<file path="src/rtl/div_nonrestoring.sv">
// Iterative signed divider: shifts a {remainder,quotient} register left one bit per cycle
// using non-restoring add/subtract on |A|/|B|, then applies sign and exception overrides.
module div_nonrestoring #(
    parameter int WIDTH = 32
) (
    input  logic             clock,
    input  logic             reset,
    input  logic [WIDTH-1:0] data_operandA,
    input  logic [WIDTH-1:0] data_operandB,
    input  logic             ctrl_DIV,
    output logic [WIDTH-1:0] data_result,
    output logic             data_exception,
    output logic             data_resultRDY
);
    localparam int CW = (WIDTH > 1) ? $clog2(WIDTH) : 1;
    localparam logic [WIDTH-1:0] MIN = {1'b1, {(WIDTH-1){1'b0}}};

    typedef enum logic [1:0] {IDLE, RUN, FIX} state_t;

    state_t           state_q, state_d;
    logic [CW-1:0]    count_q, count_d;
    logic [2*WIDTH:0] rq_q, rq_d;
    logic [WIDTH:0]   div_q, div_d;
    logic             neg_q, neg_d;
    logic             dz_q, dz_d;
    logic             ovf_q, ovf_d;
    logic [WIDTH-1:0] result_q, result_d;
    logic             exc_q, exc_d;
    logic             rdy_q, rdy_d;

    logic [WIDTH-1:0] abs_a, abs_b, quo;
    logic [2*WIDTH:0] rq_sh;
    logic [WIDTH:0]   r_new;

    always_comb begin
        abs_a = data_operandA[WIDTH-1] ? -data_operandA : data_operandA;
        abs_b = data_operandB[WIDTH-1] ? -data_operandB : data_operandB;
        rq_sh = {rq_q[2*WIDTH-1:0], 1'b0};
        // The sign of the pre-shift partial remainder selects subtract vs. add-back
        r_new = rq_q[2*WIDTH] ? (rq_sh[2*WIDTH:WIDTH] + div_q)
                              : (rq_sh[2*WIDTH:WIDTH] - div_q);
        quo   = rq_q[WIDTH-1:0];

        state_d  = state_q;
        count_d  = count_q;
        rq_d     = rq_q;
        div_d    = div_q;
        neg_d    = neg_q;
        dz_d     = dz_q;
        ovf_d    = ovf_q;
        result_d = result_q;
        exc_d    = exc_q;
        rdy_d    = 1'b0;

        if (ctrl_DIV) begin
            neg_d   = data_operandA[WIDTH-1] ^ data_operandB[WIDTH-1];
            div_d   = {1'b0, abs_b};
            rq_d    = {{(WIDTH+1){1'b0}}, abs_a};
            count_d = '0;
            dz_d    = (data_operandB == '0);
            ovf_d   = (data_operandA == MIN) && (data_operandB == '1);
            state_d = RUN;
        end else begin
            case (state_q)
                RUN: begin
                    rq_d    = {r_new, rq_sh[WIDTH-1:1], ~r_new[WIDTH]};
                    count_d = count_q + 1'b1;
                    if (count_q == CW'(WIDTH-1)) state_d = FIX;
                end
                FIX: begin
                    if (dz_q) begin
                        result_d = '0;
                        exc_d    = 1'b1;
                    end else if (ovf_q) begin
                        result_d = MIN;
                        exc_d    = 1'b1;
                    end else begin
                        result_d = neg_q ? -quo : quo;
                        exc_d    = 1'b0;
                    end
                    rdy_d   = 1'b1;
                    state_d = IDLE;
                end
                default: state_d = IDLE;
            endcase
        end
    end

    always_ff @(posedge clock) begin
        if (reset) begin
            state_q  <= IDLE;
            count_q  <= '0;
            rq_q     <= '0;
            div_q    <= '0;
            neg_q    <= 1'b0;
            dz_q     <= 1'b0;
            ovf_q    <= 1'b0;
            result_q <= '0;
            exc_q    <= 1'b0;
            rdy_q    <= 1'b0;
        end else begin
            state_q  <= state_d;
            count_q  <= count_d;
            rq_q     <= rq_d;
            div_q    <= div_d;
            neg_q    <= neg_d;
            dz_q     <= dz_d;
            ovf_q    <= ovf_d;
            result_q <= result_d;
            exc_q    <= exc_d;
            rdy_q    <= rdy_d;
        end
    end

    assign data_result    = result_q;
    assign data_exception = exc_q;
    assign data_resultRDY = rdy_q;
endmodule
</file>
<file path="config.mk">
export PLATFORM = sky130hd
export DESIGN_NAME = div_nonrestoring
export DESIGN_NICKNAME = d
export VERILOG_FILES = /design/src/rtl/div_nonrestoring.sv
export SDC_FILE = /design/constraint.sdc
export NUM_CORES = 1
export LEC_CHECK = 0
export ABC_CLOCK_PERIOD_IN_PS = 7600
export CAP_MARGIN = 15
export CORE_ASPECT_RATIO = 2
export CORE_MARGIN = 10
export CORE_UTILIZATION = 40
export CTS_CLUSTER_SIZE = 40
export DETAILED_ROUTE_END_ITERATION = 7
export GPL_TIMING_DRIVEN = 0
export PLACE_DENSITY = 0.67
export REMOVE_ABC_BUFFERS = 1
export SLEW_MARGIN = 20
export SYNTH_ARGS = -nofsm -noshare
export SYNTH_HDL_FRONTEND = slang
export SYNTH_SLANG_ARGS = --single-unit
export TNS_END_PERCENT = 100
</file>
<file path="constraint.sdc">
create_clock -name clock -period 7.6 [get_ports clock]
set_input_delay 1.52 -clock clock [delete_from_list [all_inputs] [get_ports clock]]
set_output_delay 1.52 -clock clock [all_outputs]
set_load 0.02 [all_outputs]
</file>
Word-level counts from Yosys, hierarchy flattened:

Cells that the tools add are included.
W data, S select, Z words.

* input port bits: 67
* logic and storage cells: 48
* bits in registers: 141
* output and inout port bits: 34

* muxes and demuxes: 14
* reduce and logical (&&, ||, !) cells: 6
* eq/ne operators: 6
* bitwise gates (word level): 4
* add/subtract/negate cells: 6

Operators with widths (count)
* $mux W32: 7
* $neg A32 Y32: 3
* $eq A32 B32 Y1 const B: 2
* $add A33 B32 Y33: 1
* $mux W33: 1
* $sub A33 B32 Y33: 1
* $logic_not A32 Y1: 1
* $mux W1: 6
* $add A5 B1 Y5 const B: 1
* $eq A5 B5 Y1 const B: 1
* $ne A3 B3 Y1 const B: 1
* $not A1 Y1: 3
* $reduce_or A3 Y1: 1
* $eq A2 B1 Y1 const B: 1
* $eq A2 B2 Y1 const B: 1
* $reduce_and A2 Y1: 1
* $reduce_bool A2 Y1: 1
* $reduce_or A2 Y1: 1
* $logic_and A1 B1 Y1: 1
* $xor A1 B1 Y1: 1

Longest topological paths before layout:

Gate-level depths: netlist of run 1.

* depth after elaboration: 5
* mapped depth: 17
* depth with buffers taken out: 15

Least setup slack after synthesis of run 1:

No wires, ideal clock.

* kind: input to register
* start: in data_operandA[12]
* end: reg rq_q[30]
* buffers on the path: 0
* required time: 7.466 ns
* arrival: 3.870 ns
* cell stages on the path: 7
* library setup time: 0.134 ns
* slack: 3.596 ns
* cells stage by stage: or4_1 > or4_1 > or4_1 > or2_2 > o31ai_1 > xor2_1 > o22ai_1

* word-level cells in the longest chain between the ends: 3

Ends and longest elaborated chain
* start, declared: line 8 `input logic [WIDTH-1:0] data_operandA,`
* $neg A32 Y32: line 36 `abs_a = data_operandA[WIDTH-1] ? -data_operandA : data_operandA;`
* $mux W32: line 36
* $mux W32: line 55 `if (ctrl_DIV) begin`
* end signal, assigned: line 104 `rq_q <= rq_d;`
* end, declared: line 22 `logic [2*WIDTH:0] rq_q, rq_d;`

No other way between the ends.
A chain may end at the register's enable or synchronous reset.

Worst setup path after layout of run 1:

* start: reg div_q[0]
* end: reg rq_q[57]

* word-level cells in the longest chain between the ends: 2
* elaborated cells on any way between the ends: 3
* classes of those cells: add/sub (2); mux (1)

Ends and longest elaborated chain
* start, declared: line 23 `logic [WIDTH:0] div_q, div_d;`
* start signal, assigned: line 105 `div_q <= div_d;`
* $sub A33 B32 Y33 / $add A33 B32 Y33 (equally long branches): line 41, 40
* $mux W33 (*): line 40 `r_new = rq_q[2*WIDTH] ? (rq_sh[2*WIDTH:WIDTH] + div_q)`

Every way passes the cells marked *; elsewhere a longest branch is shown, timed or not.

==> flow_summary.yaml, run 1 <==
synthesis:
  most_used_standard_cells_in_the_synthesized_netlist: "dfxtp_1 (141), nand2_1 (138), a21oi_1 (113)"
  postSynthRegisterBits: 141
  synth_edf_count: 0
  yosys_most_used_dff: "dfxtp_1"
  synthMostInstantiatedCell: "dfxtp_1"
  synth_async_sr_flop_share_pct: 0
  syn_area_um2: 9340
  synth_largest_area_cell: "dfxtp_1"
  netlist_instances: 1193
  synthDominantCellAreaShare_pct: 30.2
  avgSynthCellArea_um2: 7.83
  yosys-top-cells-area: "dfxtp_1 (30%), xor2_1 (8.0%), a21oi_1 (6.1%), nand2_1 (5.5%), xnor2_1 (5.5%)"
  yosys.cell_types.count: 60
  sequential_fraction_of_the_synthesis_area_pct: 30.2
  yosys_warnings: 0
clock_network:
  postCtsHoldBufs: 0
  clk_pin_slew_worst_paths_ps: 60
  ctsRootBufferMaster: "clkbuf_16"
  cts-htree-levels: 4
  resized_cells_post_cts: 0
  clkSinkCount: 141
  post-cts-setup-buffers: 0
  cts_buffers: 17
  clkLatencyLatePin_ps: 430
  clock_tree.buffer_depth: 2
  tritoncts: "built"
floorplan:
  die_width_um: 128
  die_area_um2: 30200
  pin_count: 101
  die_height_um: 236
  start_util_pct: 40.4
  placement_rows: 79
  design.core.area_um2: 23100
worst_setup_path:
  origin_of_the_worst_setup_path: "div_q[0]"
  critical-path-top-delay-family: "compound AO/OA/AOI/OAI gates"
  reg_to_reg_critical_path_startpoint: "div_q[0]"
  path_buf_inv: 1
  cp.arrival_ps: 4700
  cp_num_cells: 13
  worst-path-max-fanout: 7
  worst_setup_path_endpoint: "rq_q[57]"
  delay_contributed_by_the_slowest_stage_of_the_critical_path_ps: 600
  worstPathRequired_ps: 7920
  timing.critical_path.cells: "inv_1 -> ha_1 -> nor3b_1 -> and3_1 -> a21oi_1 -> xor2_1 -> ha_1 -> nand4_1 -> a2111oi_0 -> a21oi_1 -> a41oi_1 -> a21boi_0 -> a221o_1"
  setup.worst_path.start_class: "flop"
  critical_path_start_end_classification: "reg -> reg"
  worstReg2RegEnd: "rq_q[57]"
  critPathCaptureType: "flop"
  worst_path_max_delay_cell: "nor3b_1"
  timing.reg2reg.worst_path_depth: 13
  r2r_setup_slack_ps: 3220
layout:
  final_layout_size_suffix_gt1_share_pct: 5.34
  antenna-diode-count: 0
  net_total_in_the_final_layout: 1349
  area_growth_pct: 19.4
global_route:
  grt_antenna_before_repair: 0
  grt_overflow_total: 0
  first_global_vias: 8944
  wire_length_of_the_first_global_routing_pass_um: 44000
  pin_count_of_the_biggest_net_entering_global_routing: 67
  globalRouteTotalUtil_pct: 17.8
place:
  gpl.final_weighted_congestion: 0.896
  port_buffers: 100
  dp_hpwl_um: 21000
power_and_ir_drop:
  fin_total_pwr_uw: 2560
  power_density_nw_per_um2: 229
  vdd_ir_drop_max_uv: 140
  static-leakage-power_uw: 0.00420
timing:
  finalHoldViolations: 0
  layout_worst_path_cycle_share_pct: 57.6
  worst_slew_pin_slew_ps: 923
  rsz0062_at_grt: "false"
  timing.final.max_slew_violations: 0
  max-slew-margin-rel_pct: 38.5
  maxClockFrequency_mhz: 228
  final-setup-viol-count: 0
  final.min_clock_period_ps: 4380
  worst_clock_skew_ps: 6.47
  final.hold.worst_slack_ps: 463
  fin_setup_tns_ps: 0
min_path:
  holdCritStartpoint: "rq_q[40]"
  holdCritPathClass: "reg -> reg"
detailed_routing:
  remaining_drc_errors: 0
  drt_first_pass_iters: 5
  drt-wirelength-per-cell_um: 17.7
  vias: 8805
  via_count_normalized_by_instance_count: 5.72
  drt-initial-drc-count: 331
  ant_nets: 0
  totalWireLength_um: 27100
run:
  max_cap_viol_count: 0
run_status:
  run_status: "finished clean"
-- cell usage in the layout, fill, tap and decap left out, drive strengths merged, types with 7 or more instances in the layout --
cell           netlist  final
nor4                11     11
or3                 14     14
nand2              138    138
nand3                7      7
ha                  39     39
nand4               24     24
a22o                16     16
nor3                23     23
or2                 14     14
xnor2               59     59
o22ai               14     14
or4                 16     16
xor2                85     85
o31ai               24     24
a21o                15     15
nor2               110    110
clkdlybuf4s50        0     96
a31oi               12     12
mux2i               16     16
buf                 12      7
a211oi              34     34
and3                 9      9
nand2b               7      7
clkbuf              61     21
o41ai               16     16
a22oi               13     13
a21oi              113    113
o21ai               60     60
inv                 21     21
dfxtp              141    141
and2                 9      9
-- through the flow --
step	setup WS [ps]	utilization, %	area, um^2	instances
6_report	3220	48.2	11200	1538
5_1_grt	2730	48.2	11200	1538
4_1_cts	3180	48.3	11200	1538
3_5_place_dp	2860	45.4	10500	1506
3_3_place_gp	479	45.0	10400	1503
2_1_floorplan	3580	-	9060	1120
-- power breakdown --
part | switching (uW) | total, uW | internal, uW | leakage [uW]
combinational | 449 | 758 | 309 | 0.00272
clock | 327 | 960 | 632 | 0.000331
sequential | 55.7 | 838 | 782 | 0.00115
-- cell type report --
cell class,count,area [um^2]
Clock inverter,11,213
Inverter,21,78.8
Multi-Input combinational cell,958,6190
Timing Repair Buffer,103,1030
Fill cell,2308,12000
Tap cell,283,354
Clock buffer,21,460
Sequential cell,141,2830
-- sequential cells by signal, indices dropped and copies added, names as in the netlist --
name / count
rq_q: 65
data_result: 32
div_q: 32
count_q: 5
state_q: 2
data_exception: 1
data_resultRDY: 1
dz_q: 1
neg_q: 1
ovf_q: 1
-- worst min path at each step --
stage | cells after the start | slack, ps | to
floorplan | 2 | 430 | rq_q[42]
global placement | 2 | 440 | rq_q[53]
detailed placement | 2 | 450 | rq_q[39]
CTS | 2 | 460 | rq_q[43]
global route | 2 | 480 | rq_q[49]
finish | 2 | 460 | rq_q[40]
-- worst min-delay path, cell delays in order (launching register included) --
cell and delay, ps:
dfxtp_1 320, nand2_1 50, a21oi_1 50
-- metal layers --
layer	vias up	wire length (um)	share of wire, %	global-route usage (%)
met1	4145	9500	35	15.9
met5	-	0	0	0
li1	4423	-	-	-
met2	171	15400	57	35.1
met3	66	933	3.4	3.66
met4	0	1350	5.0	9.94
-- logic make-up after synthesis --
family | after synthesis | share of synthesized area [%]
simple gates | 400 | 20.3
compound gates | 357 | 24.8
xor+xnor | 144 | 13.5
flops | 141 | 30.2
buf+inv | 94 | 3.87
fa+ha+maj | 40 | 5.44
mux | 17 | 1.83
Power figures use the tool's default switching activity.
==> run 2: changes to the inputs <==
--- a/config.mk
+++ b/config.mk
@@ -5,7 +5,7 @@
 export SDC_FILE = /design/constraint.sdc
 export NUM_CORES = 1
 export LEC_CHECK = 0
-export ABC_CLOCK_PERIOD_IN_PS = 7600
+export ABC_CLOCK_PERIOD_IN_PS = 4100
 export CAP_MARGIN = 15
 export CORE_ASPECT_RATIO = 2
 export CORE_MARGIN = 10
==> constraint.sdc (replaced) <==
create_clock -name clock -period 4.1 [get_ports clock]
set_input_delay 0.82 -clock clock [delete_from_list [all_inputs] [get_ports clock]]
set_output_delay 0.82 -clock clock [all_outputs]
set_load 0.02 [all_outputs]
==> run 2 against run 1 <==
Compared with the run above:
- via count increased by 0.51%
- clock-buffer cell count unchanged
- routed wire length is 0.58% higher
- global-route usage about the same
- setup slack got worse by 3000 ps
- sequential share of layout area fell by 0.17 points
- first-iteration DRC count is 6.9% lower
- sequential cell count unchanged
- utilization rose by 0.32 points
- combinational power up 89%
- critical endpoint unchanged
- largest cell class unchanged
- largest power group unchanged
==> flow_summary.yaml, run 2 (same netlist as run 1, synthesis figures left out) <==
place:
  gpl.final_weighted_congestion: 0.896
  dp_hpwl_um: 21000
  dpl-instance-area_um2: 10500
  port_buffers: 100
  numPlacedInstances: 1506
timing:
  final.min_clock_period_ps: 3840
  final-setup-viol-count: 0
  max-slew-margin-rel_pct: 38.6
  final.hold.worst_slack_ps: 463
  timing.final.max_slew_violations: 0
  finalHoldViolations: 0
  maxClockFrequency_mhz: 260
  worst_clock_skew_ps: 6.81
  worst_slew_pin_slew_ps: 920
  layout_worst_path_cycle_share_pct: 93.7
clock_network:
  clkLatencyLatePin_ps: 430
  postCtsHoldBufs: 0
  clock_tree.buffer_depth: 2
  cts-htree-levels: 4
  clkSinkCount: 141
  ctsRootBufferMaster: "clkbuf_16"
  tritoncts: "built"
  clk_pin_slew_worst_paths_ps: 60
  cts_buffers: 17
global_route:
  pin_count_of_the_biggest_net_entering_global_routing: 67
  grt_overflow_total: 0
  wire_length_of_the_first_global_routing_pass_um: 44100
  globalRouteTotalUtil_pct: 17.9
  first_global_vias: 8964
  grt_antenna_before_repair: 0
worst_setup_path:
  delay_contributed_by_the_slowest_stage_of_the_critical_path_ps: 430
  critPathCaptureType: "flop"
  worst-path-max-fanout: 7
  cp.arrival_ps: 4160
  critical-path-top-delay-family: "compound AO/OA/AOI/OAI gates"
  setup.worst_path.start_class: "flop"
  timing.critical_path.cells: "inv_1 -> ha_1 -> nor3b_4 -> and3_2 -> a21oi_1 -> xor2_1 -> ha_1 -> nand4_1 -> a2111oi_1 -> a21oi_1 -> a41oi_2 -> a21boi_0 -> a221o_1"
  worstPathRequired_ps: 4420
  worst_path_max_delay_cell: "ha_1"
  critical_path_start_end_classification: "reg -> reg"
  path_buf_inv: 1
floorplan:
  die_area_um2: 30200
  design.core.area_um2: 23100
  placement_rows: 79
  start_util_pct: 40.4
  pin_count: 101
  die_height_um: 236
  die_width_um: 128
detailed_routing:
  ant_nets: 0
  vias: 8850
  remaining_drc_errors: 0
  totalWireLength_um: 27300
  via_count_normalized_by_instance_count: 5.75
  drt-wirelength-per-cell_um: 17.7
  drt_first_pass_iters: 4
  drt-initial-drc-count: 308
layout:
  registers.top_by_ff_count: "rq_q"
  utilization_pct: 48.6
  antenna-diode-count: 0
  mostFrequentLayoutCells: "dfxtp_1 (139), nand2_1 (138), a21oi_1 (111)"
  design_area_um2: 11200
  final_layout_size_suffix_gt1_share_pct: 6.13
  final_cells: 1540
  mostFrequentLayoutCell: "dfxtp_1"
  net_total_in_the_final_layout: 1351
  flip_flop_count_of_the_largest_register_all_copies_and_words_added: 65
  area_growth_pct: 20.2
power_and_ir_drop:
  vdd_ir_drop_max_uv: 260
  static-leakage-power_uw: 0.00422
  power_density_nw_per_um2: 424
run:
  max_cap_viol_count: 0
min_path:
  holdCritPathClass: "reg -> reg"
run_status:
  run_status: "finished clean"
## run 2: worst min-delay path, stage by stage (launching register included)
cell,delay [ps]
dfxtp_1,320
nand2_1,50
a21oi_1,50
## run 2: layer usage
metal  global-route usage (%)  routed length (um)  vias to the layer above
met2                     35.1               15400                      184
li1                         -                   -                     4432
met4                     10.1                1420                        0
met3                     3.66                 967                       70
met1                     15.9                9480                     4164
met5                        0                   0                        -
## run 2: final timing paths
kind,slack [ps],end,startpoint,cells after the start
max,260,rq_q[57],div_q[0],13
min,460,rq_q[40],rq_q[40],2
max reg2reg,260,rq_q[57],div_q[0],13
min reg2reg,460,rq_q[40],rq_q[40],2
## run 2: layout make-up
class | count | area (um^2)
multi-input cells | 958 | 6250
clock inverters | 11 | 213
repair buffers | 105 | 1050
well taps | 283 | 354
fillers | 2302 | 11900
clock buffers | 21 | 460
flip-flops and latches | 141 | 2830
inverters | 21 | 78.8
## run 2: stage by stage
step | power, uW | setup slack (ps) | TNS, ps
floorplan | 2570 | 673 | 0
global placement | 2960 | -2320 | -141720
detailed placement | 2980 | -310 | -1410
CTS | 4760 | 11.8 | 0
global route | 5020 | -11.1 | -11.1
finish | 4760 | 260 | 0
## run 2: timing repair
action | in CTS | in global routing
endpoints found under the setup margin | 9 | 10
resized for setup | 4 | 9
buffers inserted | 0 | 2
## run 2: power by group
| group | internal [uW] | switching (uW) | leakage [uW] |
|---|---|---|---|
| clock | 1170 | 607 | 0.000331 |
| combinational | 583 | 842 | 0.00274 |
| sequential | 1450 | 107 | 0.00115 |
| total | 3200 | 1560 | 0.00422 |
